**src/rtl/casl_pkg.sv**
```systemverilog
// Shared types, defaults and the chain-gate evaluation helper for the CAS-Lock cascade.
package casl_pkg;

  typedef enum logic [1:0] {
    ST_EMPTY = 2'd0,
    ST_LOAD  = 2'd1,
    ST_ARMED = 2'd2
  } casl_state_e;

  localparam logic [31:0] CASL_CHAIN_CFG_DEF = 32'hFD84FC80;
  localparam int unsigned CASL_MAXW          = 64;

  // Folds w chain bits into the incoming partial result; cfg bit 1 = OR stage, 0 = AND stage.
  function automatic logic casl_stage(input logic [CASL_MAXW-1:0] cfg,
                                      input logic [CASL_MAXW-1:0] x,
                                      input logic                 c_in,
                                      input int unsigned          w);
    logic c;
    c = c_in;
    for (int unsigned i = 0; i < CASL_MAXW; i++) begin
      if (i < w) c = cfg[i] ? (x[i] | c) : (x[i] & c);
    end
    return c;
  endfunction

endpackage

```
**src/rtl/casl_chain_seg.sv**
```systemverilog
// One registered SEG-bit slice of both key-gate chains, carrying valid and the host bit.
module casl_chain_seg
  import casl_pkg::*;
#(
  parameter int unsigned    SEG  = 8,
  parameter logic [SEG-1:0] CFG  = '0,
  parameter logic [SEG-1:0] INV1 = '0,
  parameter logic [SEG-1:0] INV2 = '0
) (
  input  logic           clk,
  input  logic           rst_n,
  input  logic           flush_i,
  input  logic           valid_i,
  input  logic           prot_i,
  input  logic [SEG-1:0] data_i,
  input  logic [SEG-1:0] key1_i,
  input  logic [SEG-1:0] key2_i,
  input  logic           c1_i,
  input  logic           c2_i,
  output logic           valid_o,
  output logic           prot_o,
  output logic           c1_o,
  output logic           c2_o
);

  logic [SEG-1:0] x1, x2;
  logic           valid_d, valid_q;
  logic           prot_d, prot_q;
  logic           c1_d, c1_q;
  logic           c2_d, c2_q;

  always_comb begin
    x1      = data_i ^ key1_i ^ INV1;
    x2      = data_i ^ key2_i ^ INV2;
    c1_d    = casl_stage(CASL_MAXW'(CFG), CASL_MAXW'(x1), c1_i, SEG);
    c2_d    = casl_stage(CASL_MAXW'(CFG), CASL_MAXW'(x2), c2_i, SEG);
    prot_d  = prot_i;
    valid_d = valid_i & ~flush_i;
  end

  always_ff @(posedge clk or negedge rst_n) begin
    if (!rst_n) begin
      valid_q <= 1'b0;
      prot_q  <= 1'b0;
      c1_q    <= 1'b0;
      c2_q    <= 1'b0;
    end else begin
      valid_q <= valid_d;
      prot_q  <= prot_d;
      c1_q    <= c1_d;
      c2_q    <= c2_d;
    end
  end

  assign valid_o = valid_q;
  assign prot_o  = prot_q;
  assign c1_o    = c1_q;
  assign c2_o    = c2_q;

endmodule

```
**src/rtl/casl_seq_lock.sv**
```systemverilog
// CAS-Lock cascade with serial key loader, N/SEG-stage chain pipeline and output flip register.
module casl_seq_lock
  import casl_pkg::*;
#(
  parameter int unsigned  N         = 32,
  parameter int unsigned  SEG       = 8,
  parameter logic [N-1:0] CHAIN_CFG = N'(CASL_CHAIN_CFG_DEF),
  parameter logic [N-1:0] INV1      = '0,
  parameter logic [N-1:0] INV2      = '0
) (
  input  logic         clk,
  input  logic         rst_n,
  input  logic         key_bit_i,
  input  logic         key_valid_i,
  output logic         key_ready_o,
  input  logic         key_clear_i,
  output logic         armed_o,
  input  logic         in_valid_i,
  input  logic [N-1:0] in_data_i,
  input  logic         in_prot_i,
  output logic         out_valid_o,
  output logic         out_prot_o
);

  localparam int unsigned NS   = N / SEG;
  localparam int unsigned IDXW = $clog2(2 * N);
  localparam int unsigned CNTW = IDXW + 1;
  // Bit 0 forced to OR with a zero seed, so the first chain bit passes straight through.
  localparam logic [N-1:0] CFG_EFF = CHAIN_CFG | N'(1);

  casl_state_e     state_d, state_q;
  logic [CNTW-1:0] cnt_d, cnt_q;
  logic [2*N-1:0]  key_d, key_q;
  logic            beat;
  logic            out_valid_d, out_valid_q;
  logic            out_prot_d, out_prot_q;

  logic [NS:0] v_p, p_p, c1_p, c2_p;

  assign key_ready_o = (state_q != ST_ARMED);
  assign armed_o     = (state_q == ST_ARMED);
  assign beat        = key_valid_i & key_ready_o;

  always_comb begin
    state_d = state_q;
    cnt_d   = cnt_q;
    key_d   = key_q;
    if (key_clear_i) begin
      state_d = ST_EMPTY;
      cnt_d   = '0;
      key_d   = '0;
    end else if (beat) begin
      key_d[cnt_q[IDXW-1:0]] = key_bit_i;
      cnt_d   = cnt_q + CNTW'(1);
      state_d = (cnt_q == CNTW'(2 * N - 1)) ? ST_ARMED : ST_LOAD;
    end
  end

  always_ff @(posedge clk or negedge rst_n) begin
    if (!rst_n) begin
      state_q <= ST_EMPTY;
      cnt_q   <= '0;
      key_q   <= '0;
    end else begin
      state_q <= state_d;
      cnt_q   <= cnt_d;
      key_q   <= key_d;
    end
  end

  assign v_p[0]  = in_valid_i & armed_o & ~key_clear_i;
  assign p_p[0]  = in_prot_i;
  assign c1_p[0] = 1'b0;
  assign c2_p[0] = 1'b0;

  for (genvar s = 0; s < NS; s++) begin : g_stage
    localparam int unsigned DW = N - s * SEG;
    logic [DW-1:0] data_w;

    if (s == 0) begin : g_head
      assign data_w = in_data_i;
    end else begin : g_body
      // Each stage keeps only the input bits not yet consumed by earlier segments.
      logic [DW-1:0] data_d, data_q;
      always_comb data_d = g_stage[s-1].data_w[N-(s-1)*SEG-1:SEG];
      always_ff @(posedge clk or negedge rst_n) begin
        if (!rst_n) data_q <= '0;
        else        data_q <= data_d;
      end
      assign data_w = data_q;
    end

    casl_chain_seg #(
      .SEG  (SEG),
      .CFG  (CFG_EFF[s*SEG +: SEG]),
      .INV1 (INV1[s*SEG +: SEG]),
      .INV2 (INV2[s*SEG +: SEG])
    ) u_seg (
      .clk     (clk),
      .rst_n   (rst_n),
      .flush_i (key_clear_i),
      .valid_i (v_p[s]),
      .prot_i  (p_p[s]),
      .data_i  (data_w[SEG-1:0]),
      .key1_i  (key_q[s*SEG +: SEG]),
      .key2_i  (key_q[N+s*SEG +: SEG]),
      .c1_i    (c1_p[s]),
      .c2_i    (c2_p[s]),
      .valid_o (v_p[s+1]),
      .prot_o  (p_p[s+1]),
      .c1_o    (c1_p[s+1]),
      .c2_o    (c2_p[s+1])
    );
  end

  always_comb begin
    out_valid_d = v_p[NS] & ~key_clear_i;
    out_prot_d  = out_prot_q;
    if (out_valid_d) out_prot_d = p_p[NS] ^ (c1_p[NS] & ~c2_p[NS]);
  end

  always_ff @(posedge clk or negedge rst_n) begin
    if (!rst_n) begin
      out_valid_q <= 1'b0;
      out_prot_q  <= 1'b0;
    end else begin
      out_valid_q <= out_valid_d;
      out_prot_q  <= out_prot_d;
    end
  end

  assign out_valid_o = out_valid_q;
  assign out_prot_o  = out_prot_q;

endmodule

```
**config.mk**
```make
export PLATFORM = sky130hd
export DESIGN_NAME = casl_seq_lock
export DESIGN_NICKNAME = d
export VERILOG_FILES = /design/src/rtl/casl_pkg.sv /design/src/rtl/casl_chain_seg.sv /design/src/rtl/casl_seq_lock.sv
export SDC_FILE = /design/constraint.sdc
export NUM_CORES = 1
export LEC_CHECK = 0
export ABC_AREA = 1
export CORE_UTILIZATION = 30
export DETAILED_ROUTE_END_ITERATION = 6
export MAX_ROUTING_LAYER = met4
export PLACE_DENSITY = 0.54
export SLEW_MARGIN = 30
export SYNTH_ARGS = -nofsm -noshare
export SYNTH_HDL_FRONTEND = slang
export SYNTH_SLANG_ARGS = --single-unit
export TNS_END_PERCENT = 30
```
**constraint.sdc**
```tcl
create_clock -name clk -period 2 [get_ports clk]
set_clock_uncertainty 0.15 [all_clocks]
set_input_delay 0.6 -clock clk [delete_from_list [all_inputs] [get_ports clk]]
set_output_delay 0.6 -clock clk [all_outputs]
set_load 0.05 [all_outputs]
```
### Word-level counts from Yosys, hierarchy flattened

Cells that the tools add are included.

* register bits: 139
* bits of input ports: 39
* logic and storage cells: 124

* multiplexer cells: 10
* reductions and logical operators: 2
* bitwise logic cells: 82
* $lt $le $gt $ge: 2
* add/sub/neg operators: 1
* equal/unequal tests: 3

Operators with widths (count)
* 2-to-1 mux 64 bit: 2
* bitwise mux 64 bit: 1
* bitwise XOR 8 bit: 8
* bitwise AND 1 bit: 39
* bitwise OR 1 bit: 32
* 2-to-1 mux 7 bit: 2
* adder 7 x 1 -> 7 bit (second input constant): 1
* == test 7 x 6 -> 1 bit (second input constant): 1
* < comparator 6 x 7 -> 1 bit (second input constant): 1
* demux 1 bit (select 6 bit): 1
* >= comparator 6 x 1 -> 1 bit (second input constant): 1
* 2-to-1 mux 2 bit: 3
* == test 2 bit (second input constant): 1
* inequality test 2 bit (second input constant): 1
* inverter 1 bit: 2
* nonzero test 2 bit: 1
* logical AND 1 bit: 1
* 2-to-1 mux 1 bit: 1
* bitwise XOR 1 bit: 1

### Depth between registers and ports, before layout

* word-level depth: 9
* depth in mapped cells: 9
* gate-level depth less buffers: 8

### Hierarchy

A second synthesis with hierarchy kept.

* cell total of the unflattened synthesis: 971
* area, all modules: 6935.4 um^2

By module, submodules not included
* casl_seq_lock: area each 5360.1 um^2, sequential area each 3078.0 um^2, cells each 676, times used 1
* casl_chain_seg (g_stage[0].u_seg): area each 425.4 um^2, sequential area each 100.1 um^2, cells each 86, times used 1
* casl_chain_seg (g_stage[2].u_seg): area each 397.9 um^2, sequential area each 100.1 um^2, cells each 76, times used 1
* casl_chain_seg (g_stage[1].u_seg): area each 385.4 um^2, sequential area each 100.1 um^2, cells each 72, times used 1
* casl_chain_seg (g_stage[3].u_seg): area each 366.6 um^2, sequential area each 100.1 um^2, cells each 61, times used 1

### Worst setup path after synthesis

No wires, ideal clock.

* kind: register to output
* start point: register state_q[0]
* end point: output port armed_o
* setup slack: 234 ps
* stages on the path, launching flop included: 4
* data arrival time: 1016 ps
* cells stage by stage: dfrtp_1 -> inv_1 -> nand2_2 -> inv_1

* word-level cells in the longest chain between the ends: 1

Ends and longest elaborated chain
* from (decl): RTL line casl_seq_lock.sv:31 `casl_state_e state_d, state_q;`
* from (signal assigned): RTL line casl_seq_lock.sv:65 `state_q <= state_d;`
* == test 2 bit: RTL line casl_seq_lock.sv:41 `assign armed_o = (state_q == ST_ARMED);`
* to (decl): RTL line casl_seq_lock.sv:17 `output logic armed_o,`

No other way between the ends.

### Worst setup path after layout

Same ends and word-level chain as after synthesis.

==> results.md <==
* Status: finished, violations left
* Failing checks: DRC
* P_int at 5220 uW
* Post-DP HPWL at 10.4 mm
* Final setup violation count at 0
* Hold slack at 0.191 ns
* Hold Vio Cnt, Final at 0
* Die Ht at 153 um
* Count of nets after finishing at 1029
* Count leader, synth: nand2_1
* CTS tree: built
* Diode count at 0
* Cell Pwr Density at 802 nW/um2
* Gate Count Post-Synth at 930
* Setup WS post-layout at 0.0621 ns
* Top cells by area, synth: dfrtp_1, nand2_1, inv_1
* # clock sinks at 139
* Critical Path RT at 1.25 ns
* Commonest cells in the netlist: nand2_1, dfrtp_1, inv_1, nor2_1, nand3_1
* Remaining Overflow, GRT at 0
* Initial antenna violation count at 0
* Via density at 4.32
* TNS Setup at 0 ns
* Sw Pwr at 1530 uW
* CTS H-tree depth at 4
* Clock slew at reported path FFs at 0.06 ns
* Post-Syn Nets at 970
* FP Rows at 54
* Synth Register Bits at 139
* Crit-path max cell delay at 0.37 ns
* CP max-delay cell: dfrtp_1
* Slew headroom at 0.671
* Worst EP arrival at 1.19 ns
* First-pass DRT Iterations at 7
* Maximum number of pins on one net before global-route repair at 58
* CTS root buffer: clkbuf_16
* Min Clock Period, post-route at 1.94 ns
* Post-synth top area share at 0.511
* DR WL/cell at 11.8 um
* Sequential share of power at 0.434
* YS warnings at 0
* Setup WS pre-CTS at -0.0677 ns
* Comb power frac at 0.068
* Post-synthesis cell type count at 23
* Largest area contributor in the netlist: dfrtp_1
* Clk pwr share at 0.497
* Io pins at 43
* Min-Delay Path Class: flip-flop to flip-flop
* Initial Utilization at 0.309
* Die ar. at 23300 um2
* Final worst path period share at 0.969
* Area delta synth->final at 23.5%
* Switching Fraction at 0.226
* GRT Resource Usage Total at 0.146
* Antenna Nets Post-Route at 0
* Crit Path Category: flip-flop to primary output
* Post-synth EDFFs at 0
* Crit start category: flip-flop
* CP Capture Type: primary output
* Max IR drop VDD at 0.000491 V
* Worst-skew pair later-pin latency at 0.42 ns
* Fraction of layout cells with a size suffix above 1 at 0.0759
* Post-CTS setup repair buffer count at 0
* Detailed Route WL at 15.1 mm
* Max Slew Vio Count at 0
* Max-cap violations at 0
* GPL Wtd Cong at 0.765
* DR iter-0 viols at 327
* CP Max Fanout at 4
* Global-route wire length before repair at 26.0 mm
* Leakage at 0.00456 uW
* Ys flop type: dfrtp_1
* Crit path cell chain: inv_2 -> nand2_4 -> inv_1 -> buf_12
* Drt drc at 11
* Actual slew at the worst max-slew pin at 0.492 ns
* Clock Tree Buf Depth at 2
* Cell Area, Synth at 6810 um2
* Synthesized area per cell at 7.32 um2
* IO buf count at 42
* Core area at 22000 um2
* Async set-or-reset flop fraction in the synthesized netlist at 1.00
* Vias at 5532
* Total CTS buffers at 17
* Chip width at 153 um
* Sequential area share after synthesis at 0.511
* Max frequency at 0.516 GHz
* Vias in the first global route at 5233
* RSZ-0062 raised after global routing: no
-- critical path: cells and delay by family (launching register included) --
kind / cells / cell delay [ns]
DFF: 1 / 0.37
buffers and inverters: 3 / 0.32
and+or+nand+nor: 1 / 0.08
-- cell type report --
type / count / area [um2]
multi-input cells: 631 / 2700
clock inverters: 11 / 169
well taps: 280 / 350
fillers: 2310 / 13600
inverters: 130 / 490
repair buffers: 70 / 774
flip-flops and latches: 139 / 3480
clock buffers: 20 / 457
-- per-layer routing --
layer	track usage	vias up	share of wire
met5	-	-	0
met3	0.0313	22	0.038
li1	-	2888	-
met4	0.0553	0	0.018
met1	0.183	2532	0.48
met2	0.230	90	0.47
-- registers in the layout (all words and copies together), names as in the netlist --
| signal | cells |
|---|---|
| g_stage.data_w | 48 |
| g_stage.u_seg.c1_o | 4 |
| key_q | 64 |
| g_stage.u_seg.prot_o | 4 |
| out_prot_o | 1 |
| out_valid_o | 1 |
| cnt_q | 7 |
| g_stage.u_seg.c2_o | 4 |
| g_stage.u_seg.valid_o | 4 |
| state_q | 2 |
-- cell families after synthesis --
logic type | share of synthesized area
AOI/OAI and AO/OA | 0.00900
adders and majority gates | 0.00184
DFF | 0.511
buffers and inverters | 0.0948
xor gates and xnor gates | 0.0373
and+or+nand+nor | 0.346
-- layout by cell type, fill, tap and decap left out, types with 2 or more instances in the layout --
cell type          n
buf_12            12
dfrtp_1          139
buf_4             19
nand3_1           78
clkinv_2           3
clkbuf_16         17
inv_1            125
nand4_1            3
nand2_1          387
inv_2              4
nor2_1           109
bufinv_16          4
o21ai_0           10
xor2_1            13
clkinv_4           3
nand3_2            4
clkbuf_8           2
nand2_4            2
nor3_1             3
xnor2_1           16
nor2_2             2
clkdlybuf4s50_1   37
-- timing repair --
item | 4_1_cts | 5_1_grt
setup endpoints to repair | 1 | 0
hold buffers | 1 | 0
endpoints found under the hold margin | 4 | 0
resized for setup | 2 | 0
-- worst paths after layout --
check                           cells after the start                                 to                              start  slack [ns]
max in group asynchronous                           3              key_q[10]$_DFFE_PN0P_                              rst_n        0.79
worst min register to register                      0  g_stage[2].u_seg.prot_o$_DFF_PN0_  g_stage[1].u_seg.prot_o$_DFF_PN0_        0.19
worst min-delay path                                0  g_stage[2].u_seg.prot_o$_DFF_PN0_  g_stage[1].u_seg.prot_o$_DFF_PN0_        0.19
min in group asynchronous                           2  g_stage[2].u_seg.prot_o$_DFF_PN0_                              rst_n        0.39
worst max register to register                      6              key_q[22]$_DFFE_PN0P_               cnt_q[0]$_DFFE_PN0P_        0.29
worst max-delay path                                4                            armed_o             state_q[0]$_DFFE_PN0P_        0.06
-- metrics by stage --
step / area (um2) / utilization / std cells / total power (uW)
floorplan: 6810 / - / 930 / 3180
CTS: 8410 / 0.382 / 1281 / 6850
detailed placement: 7770 / 0.353 / 1249 / 3450
global route: 8410 / 0.382 / 1281 / 7040
finish: 8410 / 0.382 / 1281 / 6740
global placement: 7770 / 0.353 / 1249 / 3450
-- power groups by stage --
stage               Clock, uW  Combinational [uW]  Sequential, uW
floorplan                   0                 213            2970
global placement            0                 469            2980
detailed placement          0                 470            2980
CTS                      3440                 475            2930
global route             3570                 528            2940
finish                   3350                 462            2930
No activity file was read; power rests on OpenSTA's default activity.
